--- src/rtl/bcd_serial_addsub.sv ---
// Digit-serial packed-BCD adder/subtractor: one decimal digit per clock, LSD first,
// start/done handshake, sticky flag for operand digits above 9.

module bcd_digit (
  input  logic [3:0] a,
  input  logic [3:0] b,
  input  logic       sub,
  input  logic       ci,
  output logic [3:0] s,
  output logic       co,
  output logic       bad
);
  logic [3:0] bx;
  logic [4:0] z;

  // Subtraction adds the 9's complement of b; the initial carry of 1 makes it 10's complement.
  assign bx  = sub ? (4'd9 - b) : b;
  assign z   = {1'b0, a} + {1'b0, bx} + {4'b0, ci};
  assign bad = (a > 4'd9) || (b > 4'd9);

  always_comb begin
    s  = z[3:0];
    co = 1'b0;
    if (z > 5'd9) begin
      s  = z[3:0] + 4'd6;
      co = 1'b1;
    end
  end
endmodule

module bcd_serial_addsub #(
  parameter int DIGITS = 4
) (
  input  logic                  clk,
  input  logic                  rst_n,
  input  logic                  start,
  input  logic                  sub,
  input  logic                  cin,
  input  logic [4*DIGITS-1:0]   A,
  input  logic [4*DIGITS-1:0]   B,
  output logic [4*DIGITS-1:0]   S,
  output logic                  cout,
  output logic                  busy,
  output logic                  done,
  output logic                  err
);
  localparam int IW = (DIGITS > 1) ? $clog2(DIGITS) : 1;
  localparam logic [IW-1:0] LAST = IW'(DIGITS - 1);

  localparam logic [1:0] IDLE = 2'd0;
  localparam logic [1:0] RUN  = 2'd1;
  localparam logic [1:0] DONE = 2'd2;

  logic [1:0]              state;
  logic [IW-1:0]           idx;
  logic                    carry;
  logic                    lsub;
  logic [DIGITS-1:0][3:0]  la, lb, s_q;
  logic [3:0]              dsum;
  logic                    dco, dbad;

  bcd_digit u_dig (
    .a   (la[idx]),
    .b   (lb[idx]),
    .sub (lsub),
    .ci  (carry),
    .s   (dsum),
    .co  (dco),
    .bad (dbad)
  );

  assign S    = s_q;
  assign busy = (state != IDLE);
  assign done = (state == DONE);

  always_ff @(posedge clk) begin
    if (!rst_n) begin
      state <= IDLE;
      idx   <= '0;
      carry <= 1'b0;
      lsub  <= 1'b0;
      la    <= '0;
      lb    <= '0;
      s_q   <= '0;
      cout  <= 1'b0;
      err   <= 1'b0;
    end else begin
      case (state)
        IDLE: if (start) begin
          la    <= A;
          lb    <= B;
          lsub  <= sub;
          s_q   <= '0;
          err   <= 1'b0;
          idx   <= '0;
          carry <= sub ? 1'b1 : cin;
          state <= RUN;
        end
        RUN: begin
          s_q[idx] <= dsum;
          carry    <= dco;
          if (dbad) err <= 1'b1;
          if (idx == LAST) begin
            cout  <= dco;
            state <= DONE;
          end else begin
            idx <= idx + 1'b1;
          end
        end
        DONE:    state <= IDLE;
        default: state <= IDLE;
      endcase
    end
  end
endmodule
--- config.mk ---
export PLATFORM = sky130hd
export DESIGN_NAME = bcd_serial_addsub
export DESIGN_NICKNAME = d
export VERILOG_FILES = /design/src/rtl/bcd_serial_addsub.sv
export SDC_FILE = /design/constraint.sdc
export NUM_CORES = 1
export LEC_CHECK = 0
export ABC_AREA = 1
export CAP_MARGIN = 20
export CORE_ASPECT_RATIO = 0.5
export CORE_UTILIZATION = 50
export CTS_BUF_LIST = sky130_fd_sc_hd__clkbuf_2 sky130_fd_sc_hd__clkbuf_4 sky130_fd_sc_hd__clkbuf_8
export CTS_CLUSTER_DIAMETER = 30
export DETAILED_ROUTE_END_ITERATION = 10
export HOLD_SLACK_MARGIN = 0.05
export PLACE_DENSITY_LB_ADDON = 0.1
export SYNTH_ARGS = -nofsm -noshare
export SYNTH_HDL_FRONTEND = slang
export SYNTH_SLANG_ARGS = --single-unit
export TNS_END_PERCENT = 50
--- constraint.sdc ---
create_clock -name clk -period 9.4 [get_ports clk]
set_clock_uncertainty 0.1 [all_clocks]
set_input_delay 0.94 -clock clk [delete_from_list [all_inputs] [get_ports clk]]
set_output_delay 0.94 -clock clk [all_outputs]
set_load 0.01 [all_outputs]
Word-level counts from Yosys, hierarchy flattened
Cells that the tools add are included.

Output and inout bits: 20. Word-level logic and storage cells: 70. Register bits: 56. Input port bits: 37.

Multiplexer cells: 24. $add $sub $neg: 5. Magnitude comparators: 5. Eq/ne operators: 7. Reduce and logical (&&, ||, !) cells: 11.

Operator list (count): case mux 16 bit (2 select lines) (1); two-way mux 4 bit (5); binary-select mux 4 bit (select 2 bit) (2); bitwise mux 16 bit (1); two-way mux 16 bit (1); demux 4 bit (select 2 bit) (1); greater-than comparator 4 bit (second input constant) (2); two-way mux 2 bit (4); inequality test 2 bit (second input constant) (4); case mux 2 bit (2 select lines) (2); AND reduction 2 bit (4); AND reduction 3 bit (2); adder 4 x 4 -> 5 bit (1); adder 5 x 1 -> 5 bit (1); greater-than comparator 5 x 4 -> 1 bit (second input constant) (1); two-way mux 1 bit (5); adder 4 x 3 -> 4 bit (second input constant) (1); equality test 2 bit (second input constant) (2); case mux 1 bit (2 select lines) (2); nonzero test 2 bit (2); subtractor 4 bit (first input constant) (1); < comparator 2 x 3 -> 1 bit (second input constant) (1); adder 2 x 1 -> 2 bit (second input constant) (1); equality test 2 x 1 -> 1 bit (second input constant) (1); other kinds (4) (4).

Logic depth before layout (Yosys ltp)
Word-level depth: 10. Gate-level depth with buffers: 21. Depth with buffers taken out: 20.

Hierarchy
Synthesis repeated with hierarchy kept, for this count alone.

Cell total of the unflattened synthesis: 396. Area, all modules: 2831.5 um^2.

By module, submodules not included: bcd_serial_addsub (sequential area each 1121.1 um^2, times used 1, cells each 333, area an instance 2461.1 um^2); bcd_digit (sequential area each 0.0 um^2, times used 1, cells each 63, area an instance 370.4 um^2).

Least setup slack after synthesis
Ideal clock, no wire load.

Kind: register to register. Start: reg idx[0]. End: reg s_q (netlist bit S[3]). Stages on the path, launching flop included: 19. Buffers on the path: 2. Library setup time: 0.134 ns. Arrival time: 2.897 ns. Setup slack: 6.269 ns. Clock period less this slack: 3.131 ns. Cells stage by stage: dfxtp_1 > buf_6 > clkinv_4 > buf_8 > o21ai_0 > o22ai_1 > xor2_1 > fa_1 > fa_1 > inv_1 > ha_1 > inv_1 > nor2_1 > a21oi_2 > nand2_2 > nand2_4 > nand2_2 > nand3_1 > a21oi_1.

Longest elaborated chain between the ends: 10. Elaborated cells between the ends (all ways): 18. Classes of those cells: 4 x add/sub; 3 x order compare; 10 x mux; 1 x reduce/logical.

Ends and longest elaborated chain: start: declaration (line 55) `logic [IW-1:0] idx;`; start signal: assignment (line 107) `idx <= idx + 1'b1;`; binary-select mux 4 bit (select 2 bit) (line 64) `.b (lb[idx]),`; two-way mux 4 bit (not written as such) (line 64); subtractor 4 bit (line 17) `assign bx = sub ? (4'd9 - b) : b;`; two-way mux 4 bit (line 17); adder 4 x 4 -> 5 bit (line 18) `assign z = {1'b0, a} + {1'b0, bx} + {4'b0, ci};`; adder 5 x 1 -> 5 bit (line 18); adder 4 x 3 -> 4 bit / greater-than comparator 5 x 4 -> 1 bit (equally long branches) (line 25, 24); two-way mux 4 bit (line 24) `if (z > 5'd9) begin`; bitwise mux 16 bit * (line 100) `s_q[idx] <= dsum;`; case mux 16 bit (2 select lines) * (line 88) `case (state)`; end signal: indexed assignment (line 100); end: declaration (line 58) `logic [DIGITS-1:0][3:0] la, lb, s_q;`.

Every way passes the cells marked *; elsewhere a longest branch is shown, timed or not. The select of a mux whose other input is x is not followed. A chain may end at the register's enable or synchronous reset.

Worst setup path after layout
Start: reg idx[0]. End: reg s_q (netlist bit S[1]).

The elaborated chain is that of the path after synthesis.

==> results.sh <==
export IMPL_slowest_stage="dfxtp_1"
export IMPL_drc=0
export IMPL_cts_resized=0
export IMPL_core_area_um2=5040
export IMPL_synth_ff_type="dfxtp_1"
export IMPL_drt_wl_total_um=6200
export IMPL_synth_cells_most_frequent="84 x nor2_1, 66 x nand2_1, 56 x dfxtp_1"
export IMPL_syn_instance_count=371
export IMPL_grt_usage_pct=23.5
export IMPL_grt_pass1_wl_um=10400
export IMPL_clk_path_buf_depth=2
export IMPL_nets=467
export IMPL_power_density_nw_per_um2=187
export IMPL_fin_area_um2=3360
export IMPL_seq_area_frac_synth_pct=41.7
export IMPL_finalSetupViolCount=0
export IMPL_cts_sinks=56
export IMPL_ctsRootBufferMaster="clkbuf_8"
export IMPL_drive_gt1_share_pct=7.14
export IMPL_grt_pass1_vias=2212
export IMPL_insertion_delay_ps=320
export IMPL_ys_seq_elements=56
export IMPL_wire_per_inst_um=12.6
export IMPL_die_area_um2=5690
export IMPL_syn2layout_area_growth_pct=25.0
export IMPL_gp_congestion=0.798
export IMPL_finalHoldViolCount=0
export IMPL_grt_setup_unrepaired="false"
export IMPL_end_kind="flip-flop"
export IMPL_multi_input_area_um2=1370
export IMPL_antenna_found_initial=0
export IMPL_synth_nets=419
export IMPL_maxCapViolCount=0
export IMPL_synth_edf_count=0
export IMPL_die_height_um=53.8
export IMPL_die_w_um=106
export IMPL_yosysTopAreaCell="dfxtp_1"
export IMPL_synth_avg_cell_area_um2=7.24
export IMPL_p_int_mw=0.414
export IMPL_worstSetupStartpointType="flip-flop"
export IMPL_crit_chain="clkinv_4, o21ai_0, o22ai_1, xor2_1, fa_1, fa_1, inv_1, ha_1, inv_1, nor2_1, a21oi_2, nand2_2, nand2_4, nand2_2, nand3_1, a21oi_1"
export IMPL_layout_min_cycle_time_ps=3880
export IMPL_postRouteAntennaNets=0
export IMPL_fmax_ghz=0.257
export IMPL_fin_tns_setup_ps=0
export IMPL_critical_path_top_delay_family="adder cells"
export IMPL_place_detailed_hpwl_um=4550
export IMPL_antennaDiodeCount=0
export IMPL_ys_types=30
export IMPL_r2r_end="S[1]$_SDFFE_PN0P_"
export IMPL_synth_top_cell_area_share_pct=41.7
export IMPL_placed_area_um2=3250
export IMPL_reg2reg_slack_ps=5520
export IMPL_post_cts_buffers=0
export IMPL_p_switching_mw=0.214
export IMPL_worstMarginPinSlew_ps=1020
export IMPL_arrival_ps=3970
export IMPL_cp_startpoint="idx[0]$_SDFFE_PN0P_"
export IMPL_regArea_um2=1120
export IMPL_drv_slew=0
export IMPL_r2r_worst_path_cells=16
export IMPL_holdWs_ps=362
export IMPL_ys_top_cells_by_area="dfxtp_1 42%, nor2_1 12%, nand2_1 9.2%"
export IMPL_grt_overflow=0
export IMPL_synthesis_area_um2=2690
export IMPL_switching_share_pct=34.1
export IMPL_endpoint="S[1]$_SDFFE_PN0P_"
export IMPL_clk_pin_slew_ps=100
export IMPL_grt_max_degree=41
export IMPL_seqPwrFrac_pct=42.8
export IMPL_route_vias_total=2472
export IMPL_first_pass_iters=5
export IMPL_io_pins=57
export IMPL_crit_type="flip-flop to flip-flop"
export IMPL_critPathRequiredTime_ps=9480
export IMPL_port_buffers=56
export IMPL_async_flop_share_pct=0
export IMPL_start_util_pct=53.2
export IMPL_ctsHtreeMaxLevel=2
export IMPL_cp_max_fo=20
export IMPL_rr_startpoint="idx[0]$_SDFFE_PN0P_"
export IMPL_drt_iter0_markers=115
export IMPL_cp_depth=16
export IMPL_viasPerCell=5.04
export IMPL_status="finished clean"
export IMPL_yosysMostFrequentCell="nor2_1"
export IMPL_slowest_delay_ps=810
export IMPL_timing_final_crit_share_pct=41.3
export IMPL_relSlewSlack_pct=31.5
export IMPL_cts_hold_buf=0
export IMPL_power_frac_clock_pct=25.6
export IMPL_hp_class="flip-flop to flip-flop"
export IMPL_nFillCells=446
export IMPL_p_comb_share_pct=31.6
export IMPL_numCtsBuffers=5
export IMPL_rows=18
export IMPL_final_util_pct=66.6
export IMPL_ys_warn_count=0
export IMPL_tritoncts="done"
export IMPL_p_leak_nw=1.43
export IMPL_critPathBufInv=3
export IMPL_ir_worst_vdd_mv=0.0942
layout by cell type (no fill, tap or decap), drive strengths merged:
master	netlist	layout
bufinv	0	1
ha	9	9
a21oi	17	17
dfxtp	56	56
buf	10	1
o21ai	45	45
nand3	33	33
o22ai	4	4
clkbuf	6	6
nand2	72	72
fa	2	2
inv	23	23
a22oi	1	1
nor3	1	1
nor2	86	86
a22o	1	1
xor2	2	2
clkdlybuf4s50	0	56
a31oi	1	1
clkinv	2	3
stage by stage:
step,instances,setup slack (ps),total power [mW]
finish,490,5520,0.628
global route,490,5290,0.665
CTS,490,5580,0.630
detailed placement,482,5600,0.471
global placement,482,5760,0.462
floorplan,371,6270,0.416
tightest hold or removal path: cells and delay by family, from the launching register on:
| kind | cells | cell delay [ps] |
|---|---|---|
| flip-flops | 1 | 330 |
| AND/OR/NAND/NOR | 2 | 100 |
power by group through the flow:
| stage | Sequential (mW) | Clock, mW | Combinational (mW) |
|---|---|---|---|
| floorplan | 0.270 | 0 | 0.146 |
| global placement | 0.273 | 0 | 0.188 |
| detailed placement | 0.274 | 0 | 0.197 |
| CTS | 0.269 | 0.164 | 0.198 |
| global route | 0.271 | 0.171 | 0.222 |
| finish | 0.269 | 0.161 | 0.199 |
logic make-up after synthesis:
logic type,count (synthesis),share of synthesized area (%)
adders and majority gates,11,5.68
and+or+nand+nor,192,30.1
xor gates and xnor gates,2,0.652
DFF,56,41.7
buffers and inverters,41,7.22
AOI/OAI and AO/OA,69,14.6
flip-flops by register name, summed over array words and instances, names as in the netlist:
name / cells
err: 1
state: 2
lsub: 1
carry: 1
S: 16
lb: 16
idx: 2
la: 16
cout: 1
routing by layer:
layer	global-route usage, %	vias to the layer above	part of all wire [%]
met4	6.48	0	0.50
met2	40.4	55	45
met5	0	-	0
met3	4.84	6	4.4
li1	-	1297	-
met1	30.9	1114	50
worst min-delay path by stage:
stage / from / end / slack [ps] / depth (start not counted)
5_1_grt: S[15]$_SDFFE_PN0P_ / S[15]$_SDFFE_PN0P_ / 380 / 2
6_report: S[15]$_SDFFE_PN0P_ / S[15]$_SDFFE_PN0P_ / 360 / 2
3_5_place_dp: S[15]$_SDFFE_PN0P_ / S[15]$_SDFFE_PN0P_ / 350 / 2
2_1_floorplan: lb[8]$_SDFFE_PN0P_ / lb[8]$_SDFFE_PN0P_ / 350 / 2
4_1_cts: S[15]$_SDFFE_PN0P_ / S[15]$_SDFFE_PN0P_ / 370 / 2
3_3_place_gp: S[14]$_SDFFE_PN0P_ / S[14]$_SDFFE_PN0P_ / 340 / 2
area by class of cell:
type                            count  area share, %
Clock buffer                        6           2.27
Timing Repair Buffer               57           16.9
Clock inverter                      2           1.04
Tap cell                           70           2.61
Sequential cell                    56           33.4
Multi-Input combinational cell    274           40.8
Inverter                           25           2.94
No activity file was read; power rests on OpenSTA's default activity.
